### config.mk
export PLATFORM = sky130hd
export DESIGN_NAME = eth_rx_classifier
export DESIGN_NICKNAME = d
export VERILOG_FILES = /design/src/rtl/eth_rx_classifier.sv
export SDC_FILE = /design/constraint.sdc
export NUM_CORES = 1
export LEC_CHECK = 0
export CELL_PAD_IN_SITES_DETAIL_PLACEMENT = 0
export CELL_PAD_IN_SITES_GLOBAL_PLACEMENT = 2
export CORE_MARGIN = 10
export CORE_UTILIZATION = 26
export DETAILED_ROUTE_END_ITERATION = 16
export GPL_TIMING_DRIVEN = 0
export PLACE_DENSITY = 0.74
export SLEW_MARGIN = 20
export SYNTH_ARGS = -nofsm -noshare
export SYNTH_HDL_FRONTEND = slang
export SYNTH_SLANG_ARGS = --single-unit
### constraint.sdc
create_clock -name clk -period 2.5 [get_ports clk]
set_input_delay 0.375 -clock clk [delete_from_list [all_inputs] [get_ports clk]]
set_output_delay 0.375 -clock clk [all_outputs]
set_load 0.05 [all_outputs]
### src/rtl/eth_rx_classifier.sv
// Ethernet-style receive classifier: routes each packet to one destination
// port by its 16-bit destination address, drops unmatched packets, flags
// runts/overlength/aborts and keeps saturating statistics counters.
module eth_rx_classifier #(
  parameter int unsigned                 DATA_W     = 32,
  parameter int unsigned                 NUM_PORTS  = 2,
  parameter logic [16*NUM_PORTS-1:0]     PORT_ADDRS = {16'hBEEF, 16'hABCD},
  parameter int unsigned                 MAX_WORDS  = 64,
  parameter int unsigned                 MIN_WORDS  = 3,
  parameter int unsigned                 CNT_W      = 16
) (
  input  logic                 clk,
  input  logic                 resetN,
  input  logic                 inValid,
  input  logic [DATA_W-1:0]    inData,
  input  logic                 inSop,
  input  logic                 inEop,
  input  logic                 clrCnt,
  output logic                 outWrEn,
  output logic [DATA_W+1:0]    outData,
  output logic [NUM_PORTS-1:0] outPortSel,
  output logic                 outErr,
  output logic                 outAbort,
  output logic [CNT_W-1:0]     pktCnt,
  output logic [CNT_W-1:0]     dropCnt,
  output logic [CNT_W-1:0]     errCnt
);

  localparam int unsigned   WC_W  = $clog2(MAX_WORDS + 1);
  localparam logic [WC_W-1:0] MAX_C = WC_W'(MAX_WORDS);
  localparam logic [WC_W-1:0] MIN_C = WC_W'(MIN_WORDS);

  typedef enum logic [1:0] {
    IDLE,
    PKT,
    DROP,
    TRUNC
  } state_t;

  state_t                state, nState;
  logic [WC_W-1:0]       wordCnt, nCnt, curCnt;
  logic [NUM_PORTS-1:0]  selReg, nSelReg, fwdSel;
  logic [NUM_PORTS-1:0]  matchSel;
  logic                  matchHit;
  logic                  fwd, eopBit;
  logic                  nWrEn, nErr, nAbort;
  logic [DATA_W+1:0]     nData;
  logic [NUM_PORTS-1:0]  nPortSel;
  logic                  incPkt, incDrop, incErr;

  // Address lookup: lowest-index port wins when addresses are duplicated.
  always_comb begin
    matchSel = '0;
    matchHit = 1'b0;
    for (int unsigned i = 0; i < NUM_PORTS; i++) begin
      if (!matchHit && (inData[15:0] == PORT_ADDRS[16*i +: 16])) begin
        matchSel[i] = 1'b1;
        matchHit    = 1'b1;
      end
    end
  end

  // Next-state, next-output and counter-increment decode.
  always_comb begin
    nState   = state;
    nCnt     = wordCnt;
    nSelReg  = selReg;
    nWrEn    = 1'b0;
    nErr     = 1'b0;
    nAbort   = 1'b0;
    nData    = outData;
    nPortSel = '0;
    incPkt   = 1'b0;
    incDrop  = 1'b0;
    incErr   = 1'b0;
    fwd      = 1'b0;
    fwdSel   = selReg;
    eopBit   = 1'b0;
    curCnt   = inSop ? WC_W'(1) : (wordCnt + 1'b1);

    if (inValid) begin
      if (inSop) begin
        // A Sop always reclassifies; it aborts only an open forwarded packet.
        if (state == PKT) begin
          nAbort = 1'b1;
          incErr = 1'b1;
        end
        if (matchHit) begin
          fwd     = 1'b1;
          fwdSel  = matchSel;
          nSelReg = matchSel;
        end else begin
          incDrop = 1'b1;
          nState  = DROP;
          nCnt    = '0;
        end
      end else begin
        unique case (state)
          IDLE:    incErr = 1'b1;
          PKT:     fwd    = 1'b1;
          default: begin
            if (inEop) begin
              nState = IDLE;
            end
          end
        endcase
      end

      // Shared handling of any forwarded word (new Sop or continuation),
      // so a Sop+Eop runt and a MAX_WORDS of 1 fall out of the same checks.
      if (fwd) begin
        nWrEn    = 1'b1;
        nPortSel = fwdSel;
        eopBit   = inEop;
        if (inEop) begin
          nState = IDLE;
          nCnt   = '0;
          if (curCnt < MIN_C) begin
            nErr   = 1'b1;
            incErr = 1'b1;
          end else begin
            incPkt = 1'b1;
          end
        end else if (curCnt == MAX_C) begin
          eopBit = 1'b1;
          nErr   = 1'b1;
          incErr = 1'b1;
          nState = TRUNC;
          nCnt   = '0;
        end else begin
          nState = PKT;
          nCnt   = curCnt;
        end
        nData = {eopBit, inSop, inData};
      end
    end
  end

  // State, word count, latched select and registered outputs.
  always_ff @(posedge clk or negedge resetN) begin
    if (!resetN) begin
      state      <= IDLE;
      wordCnt    <= '0;
      selReg     <= '0;
      outWrEn    <= 1'b0;
      outData    <= '0;
      outPortSel <= '0;
      outErr     <= 1'b0;
      outAbort   <= 1'b0;
    end else begin
      state      <= nState;
      wordCnt    <= nCnt;
      selReg     <= nSelReg;
      outWrEn    <= nWrEn;
      outData    <= nData;
      outPortSel <= nPortSel;
      outErr     <= nErr;
      outAbort   <= nAbort;
    end
  end

  // Saturating statistics counters; clear has priority over increment.
  always_ff @(posedge clk or negedge resetN) begin
    if (!resetN) begin
      pktCnt  <= '0;
      dropCnt <= '0;
      errCnt  <= '0;
    end else if (clrCnt) begin
      pktCnt  <= '0;
      dropCnt <= '0;
      errCnt  <= '0;
    end else begin
      if (incPkt && (pktCnt != '1)) begin
        pktCnt <= pktCnt + 1'b1;
      end
      if (incDrop && (dropCnt != '1)) begin
        dropCnt <= dropCnt + 1'b1;
      end
      if (incErr && (errCnt != '1)) begin
        errCnt <= errCnt + 1'b1;
      end
    end
  end

endmodule

==> metrics.txt <==
Worst setup EP type=register; syn nets=561; num rows=49; PwrDens=601.7 nW/um2; Critical R2R Launch=wordCnt[0]$_DFFE_PN0P_; Post-synth EDFFs=0; final worst slack=-0.1194 ns; min-delay src=inData[6]; maximum VDD drop=0.3398 mV; TritonCTS Buffers=9; r2r endpoint=errCnt[4]$_DFFE_PN0P_; Hold EP=outData[6]$_DFFE_PN0P_; Layout area overhead=47.06%; outcome=finished with violations; post-synthesis register bit count=98; worst r2r path cells=8; Total Routing Usage GR=0.1207; Max Cap Viol=0; dpl hpwl=10500 um; setup_tns=-0.8075 ns; worst slew pin tran=0.5989 ns; CP Data Required Time=2.73 ns; vias in the first global route=4433; failing checks=negative setup slack; most frequent cell after synthesis=nand2_1; I/O pin total=125; RSZ-0062 raised after global routing=true; Startpoint Class=register; CTS clk-pin slew, worst paths=0.08 ns; TritonCTS Sinks=98; Die W=155.7 um; starting density of the core=0.2655; nets=718; Relative slew margins=0.5995; Clock Path Buffers=2; CP startpoint=wordCnt[0]$_DFFE_PN0P_; asr flop ratio synth=1.000; P_leak=3.075 nW; synth cell count leaders=nand2_1, dfrtp_1, nor2_1, nand3_1; min-delay worst type=in2reg; DRC=0; Critical Setup Path Class=reg2reg; Fin. Hold Viols=0; Die H=155.7 um; Yosys cell types=51; hold path cells=3; largest net degree at the start of global routing=75; DR vias=4228; layout cell share with drive strength beyond 1=0.1278; Primary FF master, synth=dfrtp_1; initial antenna violation count=1; Place WS=-0.8685 ns; CTS tree=done; Seq/Total Area, Yosys=0.5124; Iter 0 DRT Violations=159; setup violators final=12; Port Buffers=124; Max Fclk=0.3818 GHz; first-pass GRT wire length=23980 um; post-synth top area share=0.5124; clk_skew=0.01142 ns; CTS H-tree lvls=3; Syn Inst Count=519; core box area=18020 um2; critical path arrival=2.85 ns; Placer Congestion=0.7359; ANT nets after route=0; Total Routed Length=14640 um; drt via density=4.646; Ant. Diodes=0; Avg Cell Area, Syn=9.221 um2; worst-skew pair later-pin latency=0.35 ns; flop2flop setup slack=-0.12 ns; total die area=24230 um2; FILL cells=1803; synth warn=0; top cell type by total area after synthesis=dfrtp_1; Slew Viols, Final=0; Netlist Area Pre-Place=4786 um2; share of the clock period used by the worst path=1.048; TritonRoute pass-1 iters=4; CP max FO=6; Clock Tree Root=clkbuf_16; Overflow after GRT=0; routed wire length per instance=16.08 um; top cells by area, synth=dfrtp_1, nand2_1, nor2_1; Final Critical Period=2.619 ns
[stage by stage]
stage	instance area (um2)	std cells	util	total power [mW]	hold slack [ns]
6_report	7038	910	0.3905	4.235	0.2726
3_5_place_dp	6356	873	0.3526	2.745	0.2599
5_1_grt	7038	910	0.3905	4.460	0.2817
4_1_cts	6907	902	0.3832	4.278	0.4527
2_1_floorplan	4800	519	-	2.345	0.07941
3_3_place_gp	6327	872	0.3510	2.736	0.4600
[cell usage in the layout (no fill, tap or decap), drive strengths merged, types with 4 or more instances in the layout]
cell	netlist	layout
nand4b	4	4
inv	11	13
o31ai	5	5
nor2	56	56
dfrtp	98	98
nor3	11	11
nand3	25	25
or3	7	7
mux2	11	11
xnor2	12	12
buf	2	26
clkdlybuf4s50	0	120
clkbuf	18	26
o21ai	19	19
a21oi	14	14
nor2b	14	14
nand2	120	120
xor2	17	17
and3	18	18
nand4	17	17
ha	4	4
[registers in the layout, indices dropped and copies added, names as in the netlist, 2 cells and up]
signal and cells:
wordCnt 7, outData 34, outPortSel 2, dropCnt 16
pktCnt 16, state 2, selReg 2, errCnt 16
[cells by family after synthesis]
family	Yosys count	synth area share
XOR/XNOR	29	0.05307
flip-flops	98	0.5124
AO/OA/AOI/OAI	51	0.07085
multiplexers	14	0.03216
adder cells (fa/ha/maj)	4	0.01046
AND/OR/NAND/NOR	292	0.2949
buffers and inverters	31	0.02614
[layout make-up]
cell class | instances | area [um2] | share of cell area
plain buffers | 19 | 100.1 | 0.01422
multi-input cells | 390 | 2392 | 0.3399
flip-flops and latches | 98 | 2459 | 0.3493
repair buffers | 147 | 1453 | 0.2064
clock buffers | 10 | 229.0 | 0.03253
clock inverters | 6 | 75.07 | 0.01067
inverters | 11 | 43.79 | 0.006222
well taps | 229 | 286.5 | 0.04071
[power by group]
group / switching, mW / internal, mW
registers: 0.0774 / 1.69
clock network: 0.653 / 0.792
logic: 0.659 / 0.359
[how the worst max path moves through the flow]
stage	depth (start not counted)	endpoint	slack, ns
2_1_floorplan	8	errCnt[4]$_DFFE_PN0P_	0.004
3_3_place_gp	1	wordCnt[0]$_DFFE_PN0P_	-3.41
3_5_place_dp	8	errCnt[4]$_DFFE_PN0P_	-0.87
4_1_cts	8	errCnt[4]$_DFFE_PN0P_	-0.17
5_1_grt	8	errCnt[4]$_DFFE_PN0P_	-0.22
6_report	8	errCnt[4]$_DFFE_PN0P_	-0.12
[layer usage]
metal,vias up,routed length (um),global-route usage
met3,12,1599,0.06038
met5,-,0,0
met2,116,6294,0.1768
met4,0,174,0.03476
met1,2019,6566,0.1529
li1,2081,-,-
[what timing repair did]
action,4_1_cts,5_1_grt
endpoints found under the setup margin,63,62
gates resized for setup,32,30
buffers inserted,12,10
hold buffers,1,0
endpoints found under the hold margin,24,0
pin swaps,14,12
[worst max-delay path, cell delays in order (launching register included)]
cell	delay (ns)
dfrtp_2	0.42
buf_4	0.16
a311oi_1	0.41
a31oi_2	0.12
nor4b_4	0.37
nor3_2	0.15
nor4b_4	0.38
nand3_1	0.17
mux2_4	0.32
No activity file was read; power rests on OpenSTA's default activity.
